===== src/rtl/relu_maxpool2x2.sv =====
// ReLU followed by 2x2 stride-2 max pooling over a raster-order pixel stream.
// Partial maxima of even rows are kept in a half-width line buffer.
module relu_maxpool2x2 #(
  parameter int DATA_W = 22,
  parameter int MAP_W  = 4,
  parameter int MAP_H  = 4
) (
  input  logic              clk,
  input  logic              rst,
  input  logic              start,
  input  logic              in_valid,
  input  logic [DATA_W-1:0] in_data,
  output logic              out_valid,
  output logic [DATA_W-1:0] out_data,
  output logic              frame_done,
  output logic              busy
);

  localparam int CW = $clog2(MAP_W);
  localparam int RW = $clog2(MAP_H);
  localparam int LB = MAP_W / 2;
  localparam int HW = (LB > 1) ? $clog2(LB) : 1;

  typedef enum logic {IDLE, RUN} state_t;

  state_t state, state_n;

  logic [CW-1:0]     col;
  logic [RW-1:0]     row;
  logic              accept;
  logic              col_last;
  logic              row_last;
  logic [DATA_W-1:0] r;
  logic [DATA_W-1:0] pair_reg;
  logic [DATA_W-1:0] pair_max;
  logic [DATA_W-1:0] lb_q;
  logic [DATA_W-1:0] win_max;
  logic [DATA_W-1:0] linebuf [LB];
  logic [HW-1:0]     lb_idx;

  assign lb_idx   = HW'(col >> 1);
  assign col_last = (col == CW'(MAP_W - 1));
  assign row_last = (row == RW'(MAP_H - 1));
  assign accept   = (state == RUN) && in_valid && !start;
  assign r        = in_data[DATA_W-1] ? '0 : in_data;
  assign pair_max = (pair_reg > r) ? pair_reg : r;
  assign lb_q     = linebuf[lb_idx];
  assign win_max  = (lb_q > pair_max) ? lb_q : pair_max;
  assign busy     = (state == RUN);

  always_ff @(posedge clk) begin
    if (rst) state <= IDLE;
    else     state <= state_n;
  end

  always_comb begin
    state_n = state;
    unique case (state)
      IDLE: if (start) state_n = RUN;
      RUN:  if (accept && row_last && col_last) state_n = IDLE;
    endcase
  end

  always_ff @(posedge clk) begin
    if (rst) begin
      col        <= '0;
      row        <= '0;
      out_valid  <= 1'b0;
      out_data   <= '0;
      frame_done <= 1'b0;
    end else begin
      out_valid  <= 1'b0;
      frame_done <= 1'b0;
      if (start) begin
        col <= '0;
        row <= '0;
      end else if (accept) begin
        if (col_last) begin
          col <= '0;
          row <= row_last ? '0 : row + 1'b1;
        end else begin
          col <= col + 1'b1;
        end
        if (col[0] && row[0]) begin
          out_data   <= win_max;
          out_valid  <= 1'b1;
          frame_done <= row_last && col_last;
        end
      end
    end
  end

  // Pair and line-buffer contents are only read after being written in-frame
  always_ff @(posedge clk) begin
    if (accept) begin
      if (!col[0])     pair_reg        <= r;
      else if (!row[0]) linebuf[lb_idx] <= pair_max;
    end
  end

endmodule


===== config.mk =====
export PLATFORM = sky130hd
export DESIGN_NAME = relu_maxpool2x2
export DESIGN_NICKNAME = d
export VERILOG_FILES = /design/src/rtl/relu_maxpool2x2.sv
export SDC_FILE = /design/constraint.sdc
export NUM_CORES = 1
export LEC_CHECK = 0
export CORE_UTILIZATION = 57
export DETAILED_ROUTE_END_ITERATION = 10
export PLACE_DENSITY = 0.92
export SLEW_MARGIN = 20
export SYNTH_ARGS = -nofsm -noshare
export SYNTH_HDL_FRONTEND = slang
export SYNTH_SLANG_ARGS = --single-unit
export TNS_END_PERCENT = 10

===== constraint.sdc =====
create_clock -name clk -period 5.52 [get_ports clk]
set_clock_uncertainty 0.05 [all_clocks]
set_input_delay 1.104 -clock clk [delete_from_list [all_inputs] [get_ports clk]]
set_output_delay 1.104 -clock clk [all_outputs]
set_load 0.05 [all_outputs]

# Word level (Yosys, flattened, before mapping)
# Memory sizes are Yosys's and may differ from the RTL's. A register that Yosys moved wholly into a read port is not among the register bits.
# Cells that the tools add are included.
dict set report totals {
  register_bits 51
  ramBits 44
  inputBits 26
  out_inout_bits 25
  memories 1
}
dict set report op_classes {
  n_addsub 2
  n_lt_le_gt_ge 2
  n_eq_ne 2
  n_mux 15
  bitwise_logic 5
  n_reduce_logical 13
}
# memory depth word_bits read_ports rd_ports_with_merged_regs write_ports line
set memory_table {}
lappend memory_table {linebuf 2 22 1 1 1 38} ;# logic [DATA_W-1:0] linebuf [LB];
# op count
set ops {}
lappend ops {{$mux W22} 2}
lappend ops {{$gt A22 B21 Y1} 1}
lappend ops {{$gt A22 B22 Y1} 1}
lappend ops {{$mux W21} 1}
lappend ops {{$mux W1} 9}
lappend ops {{$logic_and A1 B1 Y1} 6}
lappend ops {{$not A1 Y1} 5}
lappend ops {{$add A2 B1 Y2 const B} 2}
lappend ops {{$eq A2 B2 Y1 const B} 2}
lappend ops {{$mux W2} 2}
lappend ops {{$reduce_and A2 Y1} 2}
lappend ops {{$reduce_or A4 Y1} 1}
lappend ops {{$reduce_and A3 Y1} 1}
lappend ops {{$reduce_or A3 Y1} 1}
lappend ops {{$pmux W1 S2} 1}
lappend ops {{$reduce_or A2 Y1} 1}
lappend ops {{$logic_not A1 Y1} 1}

# Logic depth before layout (Yosys ltp)
# Gate-level depths: netlist of the first run.
dict set report depth {
  word_depth 6
  mapped_depth 20
}

# Worst setup path after synthesis of the first run
# Ideal clock, no wire load.
dict set report synth_path {
  path_kind {input to register}
  from {in in_data[21]}
  to {reg out_data[0]}
  setup_time_ns 0.079
  t_arrival_ns 4.864
  required_time_ns 5.391
  path_slack_ns 0.528
  cell_stages 17
  path_buffers 3
  cell_sequence {clkbuf_1 > nand2b_1 > ha_1 > a21oi_1 > o21ai_0 > a221oi_1 > or3_1 > a22oi_1 > buf_6 > mux2i_1 > ha_1 > nand3_1 > or3_4 > o41a_1 > or3b_4 > buf_6 > o221ai_2}
}
dict set report synth_via {
  elab_chain_len 5
}
# element line
set synth_lines {}
lappend synth_lines {{start, declared} 12} ;# input logic [DATA_W-1:0] in_data,
lappend synth_lines {{$mux W21 *} 45} ;# assign r = in_data[DATA_W-1] ? '0 : in_data;
lappend synth_lines {{$gt A22 B21 Y1} 46} ;# assign pair_max = (pair_reg > r) ? pair_reg : r;
lappend synth_lines {{$mux W22 *} 46}
lappend synth_lines {{$gt A22 B22 Y1} 48} ;# assign win_max = (lb_q > pair_max) ? lb_q : pair_max;
lappend synth_lines {{$mux W22 *} 48}
lappend synth_lines {{end signal, assigned} 85} ;# out_data <= win_max;
lappend synth_lines {{end, declared} 14} ;# output logic [DATA_W-1:0] out_data,
# Every way passes the cells marked *; elsewhere a longest branch is shown, timed or not.
# A chain may end at the register's enable or synchronous reset.

# Final worst setup path of the first run
dict set report layout_path {
  from {in in_data[21]}
  to {reg out_data[16]}
}
# The elaborated chain is that of the path after synthesis.

==> results.txt, run 1 <==
status - finished clean
CTS sink cnt - 92
num rows - 33
IR drop worst, VDD - 0.1963 mV
GRT Total Usage - 25.87%
RSZ-0062 raised after global routing - no
net count after synthesis - 482
CP startpoint kind - input pin
Slew headroom - 51.16%
FF/Latch Area - 2474 um2
post-detail-place hpwl - 7776 um
share of cells above drive strength 1 - 17.62%
Tcrit/Tclk final - 96.56%
hold endpoint - out_data[14]$_SDFFE_PP0P_
slew at the pin closest to its max-slew limit - 0.7311 ns
Reg-to-Reg Start - pair_reg[17]$_DFFE_PP_
CP startpoint - in_data[21]
hold path cells - 2
htree depth - 3
Max Slew Vio Count - 0
setup TNS - 0 ns
sequential area share after synthesis - 50.93%
critical path class - input pin to flip-flop
Fillers - 538
die footprint - 8890 um2
DR vias - 3528
Pwr Density - 237.8 nW/um2
DRC - 0
Hold WS - 0.4296 ns
Hold Path Class - flip-flop to flip-flop
final global-route overflow total - 0
largest area contributor in the synthesized netlist - edfxtp_1
Initial Utilization - 59.08%
synthesized area per cell - 11.78 um2
clock root buffer - clkbuf_8
Gate Count Post-Synth - 412
first-pass GRT wire length - 17020 um
# IOs - 51
Iteration-0 DRC Markers - 262
placed instance area - 5717 um2
largest net degree at the start of global routing - 22
cell count of the worst reg-to-reg path - 18
routability cong. - 0.8862
Critical Path RT - 5.76 ns
Leakage - 0.002519 uW
initial antenna violation count - 0
Ys Warns - 0
CTS tree - built
Seq cells post-synth - 92
Layout Area Growth over Synthesis - 22.71%
First-pass DRT Iterations - 5
CTS Buf Count - 9
minimum clock period - 5.330 ns
critical path fanouts, max - 10
Routed wire per std cell - 17.75 um
# setup viols final - 0
final non-filler cell area - 5957 um2
ant diodes - 0
core footprint - 8217 um2
final core utilization - 72.50%
Tot Pwr - 1417 uW
Distinct cells, synth - 41
R2R setup slack - 1.30 ns
routed vias/inst - 5.784
hold path startpoint - out_data[14]$_SDFFE_PP0P_
Synth area leaders - edfxtp_1, dfxtp_1, ha_1
Critical Path AT - 5.57 ns
Max Cap Viol - 0
die height - 94.29 um
port buffer count - 49
die width - 94.29 um
Worst setup EP type - flip-flop
antenna-violating nets left - 0
RR Endpoint - out_data[16]$_SDFFE_PP0P_
routed wire length - 10830 um
Peak Freq - 187.6 MHz
Clock Path Buffers - 2
area of the multi-input gates - 2068 um2
later-pin clock latency in the skew report - 0.37 ns
mapped cell area - 4855 um2
Fin. Hold Viols - 0
vias in the first global route - 3534
max FFs per register - 42
CTS clk-pin slew, worst paths - 0.08 ns
post-synth top area share - 38.97%
layout net count - 570
==> layout make-up <==
type / count / area share, %
Clock inverter: 5 / 1.260
Clock buffer: 11 / 2.373
Timing Repair Buffer: 90 / 13.95
Tap cell: 105 / 2.205
Multi-Input combinational cell: 244 / 34.72
Inverter: 63 / 3.970
Sequential cell: 92 / 41.52
==> Yosys cell counts <==
cell type	instances
a211oi_1	1
nor3_1	9
or2_2	1
a21boi_0	1
nor4_1	2
buf_6	6
nor2b_1	2
a22oi_1	1
nand3_1	5
a221oi_1	1
buf_4	3
and4_1	3
or3_1	1
edfxtp_1	63
conb_1	1
o31a_1	1
a21oi_1	19
dlygate4sd3_1	2
o221ai_2	20
a21o_1	1
nand2_1	37
inv_1	63
nor2_1	8
and3_1	1
mux2_2	2
a31oi_1	1
and4bb_2	1
or3b_4	1
clkbuf_1	2
a31o_2	1
nand4_1	3
ha_1	44
o41a_1	1
o21ai_0	7
mux2i_1	42
or3_4	1
o221a_2	1
dfxtp_1	29
nand2b_1	21
nor3b_1	2
o22ai_1	1
==> critical path, cell delays in order <==
cell and delay, ns:
clkdlybuf4s50_1 0.41, buf_4 0.18, nand2b_1 0.20, ha_1 0.32, nand4_1 0.13, and4bb_2 0.34
o31a_1 0.16, nor4_2 0.06, a22oi_2 0.27, buf_6 0.21, mux2i_1 0.25, ha_1 0.29
a21oi_1 0.21, o21ai_1 0.13, a21oi_1 0.26, o221a_2 0.24, o41a_1 0.16, buf_4 0.13
o21ai_2 0.08, buf_4 0.25, o221ai_2 0.17
==> placed cells by master, fill, tap and decap left out, types with 2 or more instances in the layout <==
master,netlist,layout
nand4_1,3,3
nand2b_1,21,21
buf_12,0,2
nor3_1,9,8
dfxtp_1,29,28
edfxtp_1,63,63
a21oi_1,19,19
inv_1,63,63
clkdlybuf4s50_1,0,49
buf_6,6,2
mux2i_1,42,42
mux2_2,2,2
nor2b_1,2,2
ha_1,44,44
buf_4,3,37
nor2_1,8,8
o221ai_2,20,20
clkbuf_8,0,10
nand2_1,37,37
bufinv_16,0,2
and4_1,3,3
clkinv_1,0,2
o21ai_1,0,2
o21ai_0,7,4
nand3_1,5,5
==> worst max-delay path by stage <==
stage	to	cells after the start
after floorplan	out_data[0]$_SDFFE_PP0P_	17
final	out_data[16]$_SDFFE_PP0P_	21
after global placement	out_data[6]$_SDFFE_PP0P_	18
after CTS	out_data[16]$_SDFFE_PP0P_	21
after global routing	out_data[3]$_SDFFE_PP0P_	21
after detailed placement	out_data[10]$_SDFFE_PP0P_	21
==> repair_timing <==
item / CTS / global route
hold buffers: 0 / 0
endpoints found under the hold margin: 0 / 0
endpoints found under the setup margin: 0 / 20
buffers inserted: 0 / 0
gates resized for setup: 0 / 5
==> through the flow <==
step / worst slack, ns / std cells
2_1_floorplan: 0.5276 / 412
3_3_place_gp: 0.006441 / 594
3_5_place_dp: -0.2375 / 594
4_1_cts: 0.1296 / 610
5_1_grt: 0.0006022 / 610
6_report: 0.1901 / 610
==> power breakdown <==
part | leakage [uW] | switching, uW | total [uW] | internal, uW
registers | 0.000808 | 3.21 | 747 | 743
logic | 0.00161 | 90.9 | 173 | 82.1
clock network | 0.000105 | 232 | 497 | 265
total | 0.00252 | 326 | 1420 | 1090
==> kinds of logic after synthesis <==
logic type                 after synthesis  share of synthesized area (%)
adders and majority gates               44                          11.34
AOI/OAI and AO/OA                       57                          10.75
buffers and inverters                   76                          7.294
DFF                                     92                          50.93
muxes                                   44                          9.124
and+or+nand+nor                         98                          10.49
other                                    1                        0.07725
==> layer usage <==
layer	vias to the layer above	routed length [um]	track usage, %
met5	-	0	0
met4	0	326	13.21
met3	25	480	4.126
met2	112	5441	43.48
met1	1741	4579	32.01
li1	1650	-	-
Note: power is estimated with default switching activity, not from simulation.
==> run 2: changes to the inputs <==
CTS_CLUSTER_DIAMETER = 30   (was default)
==> results of run 2 <==
The final DEF is identical to that of run 1; final timing and power are the same.
==> run 3: changes to the inputs <==
CTS_CLUSTER_DIAMETER = 50   (was 30)
==> results of run 3 <==
The final DEF is identical to that of run 1; final timing and power are the same.
